$ cat config.mk
export PLATFORM = sky130hd
export DESIGN_NAME = r_type_issue
export DESIGN_NICKNAME = d
export VERILOG_FILES = /design/src/rtl/r_type_pkg.sv /design/src/rtl/regfile_32x32.sv /design/src/rtl/r_type_issue.sv
export SDC_FILE = /design/constraint.sdc
export NUM_CORES = 2
export LEC_CHECK = 0
export ABC_AREA = 0
export BUFFER_PORTS_ARGS = -buffer_cell sky130_fd_sc_hd__buf_2
export CAP_MARGIN = 20
export CORE_ASPECT_RATIO = 0.8
export CORE_MARGIN = 2
export CORE_UTILIZATION = 40
export DETAILED_ROUTE_END_ITERATION = 7
export PLACE_DENSITY_LB_ADDON = 0.12
export SYNTH_ARGS = -nofsm -noshare
export SYNTH_HDL_FRONTEND = slang
export SYNTH_HIERARCHICAL = 1
export SYNTH_SLANG_ARGS = --single-unit
$ cat constraint.sdc
create_clock -name clock -period 7.3 [get_ports clock]
set_input_delay 0.365 -clock clock [delete_from_list [all_inputs] [get_ports clock]]
set_output_delay 0.365 -clock clock [all_outputs]
set_load 0.02 [all_outputs]
$ cat src/rtl/r_type_pkg.sv
// rtl/r_type_pkg.sv - shared constants, field positions and state type for the R-type issue stage
package r_type_pkg;

    localparam int DATA_W = 32;
    localparam int REG_AW = 5;

    localparam logic [5:0] OP_RTYPE  = 6'b000000;
    localparam logic [5:0] FUNCT_ADD = 6'b100000;
    localparam logic [5:0] FUNCT_SUB = 6'b100010;
    localparam logic [5:0] FUNCT_MUL = 6'b100110;
    localparam logic [5:0] FUNCT_AND = 6'b100100;
    localparam logic [5:0] FUNCT_OR  = 6'b100101;

    localparam int OP_MSB    = 31;
    localparam int OP_LSB    = 26;
    localparam int RS_MSB    = 25;
    localparam int RS_LSB    = 21;
    localparam int RT_MSB    = 20;
    localparam int RT_LSB    = 16;
    localparam int RD_MSB    = 15;
    localparam int RD_LSB    = 11;
    localparam int SHAMT_MSB = 10;
    localparam int SHAMT_LSB = 6;
    localparam int FUNCT_MSB = 5;
    localparam int FUNCT_LSB = 0;

    typedef enum logic {
        CLEAR = 1'b0,
        RUN   = 1'b1
    } state_e;

    function automatic logic is_legal(input logic [5:0] op, input logic [5:0] funct);
        logic funct_ok;
        case (funct)
            FUNCT_ADD, FUNCT_SUB, FUNCT_MUL, FUNCT_AND, FUNCT_OR: funct_ok = 1'b1;
            default:                                              funct_ok = 1'b0;
        endcase
        return (op == OP_RTYPE) && funct_ok;
    endfunction

endpackage

$ cat src/rtl/regfile_32x32.sv
// rtl/regfile_32x32.sv - 32x32 register file: two async reads, registered debug read, one write plus clear walk
module regfile_32x32
    import r_type_pkg::*;
#(
    parameter int NREG = 32
) (
    input  logic              clock,
    input  logic              reset,
    input  logic [REG_AW-1:0] raddr_a_i,
    output logic [DATA_W-1:0] rdata_a_o,
    input  logic [REG_AW-1:0] raddr_b_i,
    output logic [DATA_W-1:0] rdata_b_o,
    input  logic              we_i,
    input  logic [REG_AW-1:0] waddr_i,
    input  logic [DATA_W-1:0] wdata_i,
    input  logic              clr_we_i,
    input  logic [REG_AW-1:0] clr_addr_i,
    input  logic [REG_AW-1:0] dbg_addr_i,
    output logic [DATA_W-1:0] dbg_rdata_o
);

    logic [DATA_W-1:0] mem_q [NREG];
    logic [DATA_W-1:0] dbg_rdata_q;

    assign rdata_a_o   = mem_q[raddr_a_i];
    assign rdata_b_o   = mem_q[raddr_b_i];
    assign dbg_rdata_o = dbg_rdata_q;

    // No reset on the array: contents are established by the clear walk.
    always_ff @(posedge clock) begin
        if (clr_we_i) begin
            mem_q[clr_addr_i] <= '0;
        end else if (we_i && (waddr_i != '0)) begin
            mem_q[waddr_i] <= wdata_i;
        end
    end

    always_ff @(posedge clock) begin
        if (reset) begin
            dbg_rdata_q <= '0;
        end else begin
            dbg_rdata_q <= mem_q[dbg_addr_i];
        end
    end

endmodule

$ cat src/rtl/r_type_issue.sv
// rtl/r_type_issue.sv - R-type issue/writeback stage driving the ALU, with forwarding from the E stage
module r_type_issue
    import r_type_pkg::*;
#(
    parameter int NREG         = 32,
    parameter int CLEAR_CYCLES = NREG
) (
    input  logic              clock,
    input  logic              reset,
    input  logic              instr_valid,
    output logic              instr_ready,
    input  logic [31:0]       instr,
    output logic              alu_valid,
    output logic [5:0]        alu_opcode,
    output logic [5:0]        alu_function,
    output logic [DATA_W-1:0] alu_in1,
    output logic [DATA_W-1:0] alu_in2,
    input  logic [DATA_W-1:0] alu_result,
    output logic              retire_valid,
    output logic [REG_AW-1:0] retire_rd,
    output logic [DATA_W-1:0] retire_data,
    output logic              illegal,
    input  logic              dbg_we,
    input  logic [REG_AW-1:0] dbg_addr,
    input  logic [DATA_W-1:0] dbg_wdata,
    output logic [DATA_W-1:0] dbg_rdata
);

    localparam int CW = $clog2(CLEAR_CYCLES + 1);

    state_e            state_q, state_d;
    logic [CW-1:0]     clr_cnt_q, clr_cnt_d;
    logic              clr_walk;

    logic              e_valid_q, e_valid_d;
    logic [5:0]        e_op_q, e_op_d;
    logic [5:0]        e_funct_q, e_funct_d;
    logic [DATA_W-1:0] e_a_q, e_a_d;
    logic [DATA_W-1:0] e_b_q, e_b_d;
    logic [REG_AW-1:0] e_rd_q, e_rd_d;
    logic              illegal_q, illegal_d;

    logic              retire_valid_q, retire_valid_d;
    logic [REG_AW-1:0] retire_rd_q, retire_rd_d;
    logic [DATA_W-1:0] retire_data_q, retire_data_d;

    logic [5:0]        dec_op, dec_funct;
    logic [REG_AW-1:0] dec_rs, dec_rt, dec_rd;
    logic              accept, dec_legal;
    logic [DATA_W-1:0] rf_rdata_a, rf_rdata_b;
    logic [DATA_W-1:0] opnd_a, opnd_b;
    logic              fwd_a, fwd_b;

    logic              rf_we;
    logic [REG_AW-1:0] rf_waddr;
    logic [DATA_W-1:0] rf_wdata;
    logic              unused_shamt;

    assign dec_op       = instr[OP_MSB:OP_LSB];
    assign dec_rs       = instr[RS_MSB:RS_LSB];
    assign dec_rt       = instr[RT_MSB:RT_LSB];
    assign dec_rd       = instr[RD_MSB:RD_LSB];
    assign dec_funct    = instr[FUNCT_MSB:FUNCT_LSB];
    assign unused_shamt = ^instr[SHAMT_MSB:SHAMT_LSB];

    assign instr_ready = (state_q == RUN) && !reset;
    assign accept      = instr_valid && instr_ready;
    assign dec_legal   = is_legal(dec_op, dec_funct);

    // ---------------- clear-walk FSM ----------------
    always_comb begin
        state_d   = state_q;
        clr_cnt_d = clr_cnt_q;
        clr_walk  = 1'b0;
        case (state_q)
            CLEAR: begin
                clr_walk  = 1'b1;
                clr_cnt_d = clr_cnt_q + CW'(1);
                if (clr_cnt_q == CW'(CLEAR_CYCLES - 1)) begin
                    state_d = RUN;
                end
            end
            RUN:     state_d = RUN;
            default: state_d = CLEAR;
        endcase
    end

    always_ff @(posedge clock) begin
        if (reset) begin
            state_q   <= CLEAR;
            clr_cnt_q <= '0;
        end else begin
            state_q   <= state_d;
            clr_cnt_q <= clr_cnt_d;
        end
    end

    // ---------------- operand read with forwarding ----------------
    always_comb begin
        fwd_a = e_valid_q && (e_rd_q != '0) && (dec_rs == e_rd_q);
        fwd_b = e_valid_q && (e_rd_q != '0) && (dec_rt == e_rd_q);
        if (dec_rs == '0)  opnd_a = '0;
        else if (fwd_a)    opnd_a = alu_result;
        else               opnd_a = rf_rdata_a;
        if (dec_rt == '0)  opnd_b = '0;
        else if (fwd_b)    opnd_b = alu_result;
        else               opnd_b = rf_rdata_b;
    end

    // ---------------- E stage and retire ----------------
    always_comb begin
        e_valid_d = 1'b0;
        e_op_d    = e_op_q;
        e_funct_d = e_funct_q;
        e_a_d     = e_a_q;
        e_b_d     = e_b_q;
        e_rd_d    = e_rd_q;
        illegal_d = 1'b0;
        if (accept) begin
            if (dec_legal) begin
                e_valid_d = 1'b1;
                e_op_d    = dec_op;
                e_funct_d = dec_funct;
                e_a_d     = opnd_a;
                e_b_d     = opnd_b;
                e_rd_d    = dec_rd;
            end else begin
                illegal_d = 1'b1;
            end
        end
        retire_valid_d = e_valid_q;
        retire_rd_d    = e_valid_q ? e_rd_q     : retire_rd_q;
        retire_data_d  = e_valid_q ? alu_result : retire_data_q;
    end

    always_ff @(posedge clock) begin
        if (reset) begin
            e_valid_q      <= 1'b0;
            e_op_q         <= '0;
            e_funct_q      <= '0;
            e_a_q          <= '0;
            e_b_q          <= '0;
            e_rd_q         <= '0;
            illegal_q      <= 1'b0;
            retire_valid_q <= 1'b0;
            retire_rd_q    <= '0;
            retire_data_q  <= '0;
        end else begin
            e_valid_q      <= e_valid_d;
            e_op_q         <= e_op_d;
            e_funct_q      <= e_funct_d;
            e_a_q          <= e_a_d;
            e_b_q          <= e_b_d;
            e_rd_q         <= e_rd_d;
            illegal_q      <= illegal_d;
            retire_valid_q <= retire_valid_d;
            retire_rd_q    <= retire_rd_d;
            retire_data_q  <= retire_data_d;
        end
    end

    // Single write port: a real retire takes it ahead of a debug write.
    always_comb begin
        rf_we    = 1'b0;
        rf_waddr = '0;
        rf_wdata = '0;
        if (!reset) begin
            if (e_valid_q && (e_rd_q != '0)) begin
                rf_we    = 1'b1;
                rf_waddr = e_rd_q;
                rf_wdata = alu_result;
            end else if (dbg_we && (state_q == RUN)) begin
                rf_we    = 1'b1;
                rf_waddr = dbg_addr;
                rf_wdata = dbg_wdata;
            end
        end
    end

    regfile_32x32 #(
        .NREG (NREG)
    ) u_regfile (
        .clock       (clock),
        .reset       (reset),
        .raddr_a_i   (dec_rs),
        .rdata_a_o   (rf_rdata_a),
        .raddr_b_i   (dec_rt),
        .rdata_b_o   (rf_rdata_b),
        .we_i        (rf_we),
        .waddr_i     (rf_waddr),
        .wdata_i     (rf_wdata),
        .clr_we_i    (clr_walk && !reset),
        .clr_addr_i  (REG_AW'(clr_cnt_q)),
        .dbg_addr_i  (dbg_addr),
        .dbg_rdata_o (dbg_rdata)
    );

    assign alu_valid    = e_valid_q;
    assign alu_opcode   = e_op_q;
    assign alu_function = e_funct_q;
    assign alu_in1      = e_a_q;
    assign alu_in2      = e_b_q;
    assign illegal      = illegal_q;
    assign retire_valid = retire_valid_q;
    assign retire_rd    = retire_rd_q;
    assign retire_data  = retire_data_q;

endmodule

## After elaboration in Yosys (flattened, before gate mapping)

Memory sizes are Yosys's and may differ from the RTL's. A register that Yosys moved wholly into a read port is not among the register bits.
Cells that the tools add are included.
W data, S select, Z words.

- Multiply operators: 0
- Add/sub/neg operators: 1
- Reductions and logical operators: 19
- Div/mod/pow operators: 0
- $lt $le $gt $ge: 0
- Shift operators: 0
- Equality and inequality tests: 8
- Bitwise operators: 2
- Mux-type cells: 27

Operator list:

| cell | count |
|---|---|
| $mux W32 | 8 |
| $reduce_or A32 Y1 | 1 |
| $eq A6 B6 Y1 const B | 5 |
| $mux W5 | 4 |
| $mux W1 | 14 |
| $eq A5 B5 Y1 | 2 |
| $logic_not A5 Y1 | 2 |
| $reduce_bool A5 Y1 | 2 |
| $logic_and A1 B1 Y1 | 9 |
| $add A6 B1 Y6 const B | 1 |
| $eq A6 B5 Y1 const B | 1 |
| $logic_not A6 Y1 | 1 |
| $reduce_or A5 Y1 | 1 |
| $not A1 Y1 | 2 |
| $pmux W1 S2 | 1 |
| $reduce_and A2 Y1 | 1 |
| $reduce_or A2 Y1 | 1 |
| $logic_not A1 Y1 | 1 |

- Logic and storage cells: 70
- Flip-flop bits (word level): 128
- Bits in read-only memories: 0
- Memories: 1
- Input port bits: 105
- Bits in writable memories: 1,024
- Latch bits: 0

Memories:

| memory | depth | bits a word | rd ports | clocked after Yosys merged registers in | wr ports | line | RTL |
|---|---|---|---|---|---|---|---|
| u_regfile.mem_q | 32 | 32 | 3 | 1 | 1 | regfile_32x32.sv:22 | `logic [DATA_W-1:0] mem_q [NREG];` |

## Logic depth before layout (Yosys ltp)

- Depth after elaboration: 11
- Mapped depth: 11
- Gate-level depth less buffers: 9

## Modules after synthesis

The synthesis kept the hierarchy.

By module, submodules not included:

| module | area each (sq um) | times used | seq. area each (sq um) | cells each |
|---|---|---|---|---|
| regfile_32x32 | 55,984.9 | 1 | 31,390.1 | 2,648 |
| r_type_issue | 5,700.5 | 1 | 2,562.5 | 641 |

## Least setup slack after synthesis

No wires, ideal clock.

- Path kind: reg2reg
- Start point: register e_rd_q[4]
- End point: memory u_regfile.mem_q[16][0], enable pin
- Required time: 6.879 ns
- Cell stages (with the launch flop): 12
- Arrival: 4.224 ns
- Path slack: 2.655 ns
- Buffers on the path: 2
- Path through: dfxtp_1 or4_1 o21a_1 buf_6 nor2_1 nand2_1 a21oi_1 nor3_1 a211oi_1 buf_2 mux2i_1 nor2_1

- Cells in the longest elaborated chain, start to end: 11
- Elaborated cells between the ends (all ways): 14
- Those cells by class: mux: 9; reduce/logical: 5

Ends and longest elaborated chain:

| item | line | RTL |
|---|---|---|
| from (decl) | r_type_issue.sv:40 | `logic [REG_AW-1:0] e_rd_q, e_rd_d;` |
| from (signal assigned) | r_type_issue.sv:154 | `e_rd_q <= e_rd_d;` |
| $reduce_bool A5 Y1 * | r_type_issue.sv:168 | `if (e_valid_q && (e_rd_q != '0)) begin` |
| $logic_and A1 B1 Y1 * | r_type_issue.sv:168 |  |
| $mux W5 * | r_type_issue.sv:168 |  |
| $mux W5 * | r_type_issue.sv:167 | `if (!reset) begin` |
| named net rf_waddr[3] | r_type_issue.sv:55 | `logic [REG_AW-1:0] rf_waddr;` |
| $reduce_bool A5 Y1 | regfile_32x32.sv:33 | `end else if (we_i && (waddr_i != '0)) begin` |
| $logic_and A1 B1 Y1 | regfile_32x32.sv:33 |  |
| $mux W1 | regfile_32x32.sv:33 |  |
| $mux W1 | regfile_32x32.sv:31 | `if (clr_we_i) begin` |
| $mux W1 (implied by the code) | regfile_32x32.sv:34 | `mem_q[waddr_i] <= wdata_i;` |
| $reduce_or A32 Y1 (no source line) | n/a |  |
| $mux W5 (no source line) or $mux W1 (tied branches) | n/a |  |
| to (decl) | regfile_32x32.sv:22 |  |

Mark *: on every way through the listed nets, which the timed path passes. The rest lies on a longest branch.

## Final worst setup path

- Start point: register e_rd_q[4]
- End point: memory u_regfile.mem_q[26][1], enable pin

The elaborated chain is that of the path after synthesis.

==> results.toml <==
[placed_design]
post-place-ws_ns = 1.85
io_buffers = 248
dpl.hpwl_um = 128000
globalplace.congestion = 0.826
dp_cells = 5353

[hold_path]
worstHoldEndpoint = "retire_data[0]"
holdCritStartpoint = "alu_result[0]"
min_path_type = "in -> reg"
hold_path_depth = 3

[sta]
final.period_utilization_pct = 75.9
report.final.slew_viol_count = 0
fin_skew_ns = 0.0234
setup_ws_ns = 1.76
setup_viol = 0
worst_pin_slew_ns = 1.16
rsz0062_at_grt = "false"
fmax_ghz = 0.181
tns_ns = 0
hold_viol_final = 0
slew_headroom_pct = 22.5
post-route-min-period_ns = 5.54

[floorplanning]
die-width_um = 443
core-area_um2 = 153000
rows = 128
io_pins = 254
die-area_um2 = 157000
start_util_pct = 40.4
die_y_um = 355

[power]
vdd_drop_max_v = 0.000247
p_per_area_nw_per_um2 = 215
leakage_uw = 0.0254

[clock_tree]
post-cts-setup-buffers = 0
hold_buffers = 48
cts.root.buffer_cell = "clkbuf_16"
htreeDepth = 4
clk_path_buf_depth = 3
cts_resized = 0
clock_latency_ns = 0.80
numCtsBuffers = 136
cts.sinks = 1184
path_clk_slew_ns = 0.06
cts_tree = "built"

[synth]
netlist_instances = 3289
ys_types = 45
syn-cell-area_um2 = 61700
synth_top_cell_by_area = "edfxtp_1"
synth_top_area_share_pct = 49.8
synth_ff_type = "edfxtp_1"
synth_fa_ha_area_share_pct = 0.0203
synth_compound_area_share_pct = 2.94
synth_commonest_cells = "1,024 x edfxtp_1, 864 x mux4_2, 239 x mux2i_1, 160 x dfxtp_1, 147 x clkbuf_1"
async_flop_share_pct = 0
postSynthAreaPerCell_um2 = 18.8
syn-num-nets = 3395
ys_warn_count = 6
synth_top_family_by_area = "multiplexers"
synth_seq_cells = 1184
synth_area_leaders = "edfxtp_1 50%, mux4_2 32%, dfxtp_1 5.2%"
synth_xor_area_share_pct = 0.199
seq_area_frac_synth_pct = 55.0
synth.most_common_cell = "edfxtp_1"
synth-simple-area-share_pct = 2.59
synth_mux_area_share_pct = 36.6
synth-edff-count = 1024

[worst_setup_path]
critPathKind = "reg -> reg"
worstSetupStartpoint = "e_rd_q[4]"
cp.arrival_ns = 5.97
required_ns = 7.73
cp_max_fo = 25
rr_worst_depth = 11
crit_path_start_kind = "register"
r2r_slack_ns = 1.76
rr_startpoint = "e_rd_q[4]"
r2r-end = "u_regfile/mem_q[26][1]"
crit_path_end_kind = "register"

[grt]
overflow = 0
grt_pass1_vias = 39000
antenna_found_initial = 8
grt_first_pass_wirelength_um = 309000
grtUsageTotal_pct = 27.9
grt_max_degree = 107

[routing]
ant_nets = 0
drc = 0
wl_per_cell_um = 38.8
drtPass1Iterations = 6
num_vias = 38200
post_drt_via_cell_ratio = 6.73
drt_iter0_markers = 4596
wl_um = 220000

[finish]
drive_gt1_share_pct = 42.7
register_area_um2 = 34000
fillers = 12800
nNetsFinal = 3650
multi_input_area_um2 = 26500
synthToLayoutAreaGrowth_pct = 14.5
final_cell_count_no_fill = 5674

[job]
maxCapViolCount = 0

[run_status]
status = "finished, final reports clean"
==> state kept, by name, summed over array words and instances (netlist names) <==
register               cells
u_regfile/mem_q         1024
alu_in1                   32
alu_in2                   32
retire_data               32
u_regfile/dbg_rdata_o     32
alu_function               6
alu_opcode                 6
clr_cnt_q                  6
e_rd_q                     5
retire_rd                  5
alu_valid                  1
illegal                    1
retire_valid               1
state_q                    1
==> worst max-delay path, stage by stage (launching register included) <==
cell and delay [ns]:
dfxtp_1 0.37, or4_1 0.61, o21a_2 0.24, nor2_1 0.25, nand2_1 0.09, a21oi_1 0.53, nor3_1 0.23, a211oi_4 0.46
buf_4 0.45, mux2_2 0.50, nor2_4 0.86, buf_4 0.56
==> placed cells by master (no fill, tap or decap), types with 34 or more instances in the layout <==
master / n
mux4_2: 864
buf_4: 91
nor2_4: 34
dfxtp_1: 159
clkbuf_16: 138
nor2_1: 57
mux2i_1: 239
edfxtp_1: 1024
and2_1: 40
buf_2: 236
mux2_2: 66
a21oi_1: 44
dlygate4sd3_1: 48
o21ai_1: 50
nand3_1: 35
nand2_1: 132
==> worst max-delay path by stage <==
stage                               to  cells past startpoint  slack, ns
4_1_cts        u_regfile/mem_q[26][16]                     11       1.83
3_5_place_dp   u_regfile/mem_q[26][15]                     11       1.85
2_1_floorplan   u_regfile/mem_q[16][0]                     11       2.66
5_1_grt         u_regfile/mem_q[26][1]                     11       1.56
6_report        u_regfile/mem_q[26][1]                     11       1.76
3_3_place_gp   u_regfile/mem_q[26][15]                     11       1.92
==> kinds of logic after synthesis <==
logic type,after synthesis
xor gates and xnor gates,14
DFF,1184
AOI/OAI and AO/OA,271
muxes,1169
buffers and inverters,308
adders and majority gates,1
and+or+nand+nor,342
==> layout make-up <==
cell class / instances / share of cell area, %
timing repair buffer: 420 / 4.62
sequential: 1184 / 48.1
clock inverter: 79 / 1.07
multi-input combinational: 1797 / 37.5
inverter: 5 / 0.0301
clock buffer: 172 / 5.11
tap: 2015 / 3.57
antenna: 2 / 0.00709
==> routing by layer <==
layer | vias to the layer above | part of all wire, % | global-route usage (%)
met1 | 20800 | 40 | 38.1
met3 | 421 | 9.0 | 6.18
met5 | - | 0.024 | 0
met4 | 6 | 3.9 | 10.4
met2 | 2213 | 47 | 43.8
li1 | 14800 | - | -
==> report_power, final <==
| group | leakage, uW | internal, uW | total [uW] | switching (uW) |
|---|---|---|---|---|
| Combinational | 0.0104 | 423 | 1090 | 671 |
| Sequential | 0.0129 | 7290 | 7320 | 26.7 |
| Clock | 0.00212 | 3860 | 6800 | 2930 |
| Total | 0.0254 | 11600 | 15200 | 3630 |
==> per-stage QoR <==
stage	cell area [um^2]	utilization (%)	hold slack (ns)	total power (uW)
final	70600	46.3	0.0679	15200
after global routing	70600	46.3	0.0622	15600
after CTS	70200	46.0	0.0114	15300
after detailed placement	65300	42.8	0.439	8540
after global placement	65200	42.7	0.437	8530
after floorplan	61700	-	0.459	8130
(Power assumes the default switching activity.)
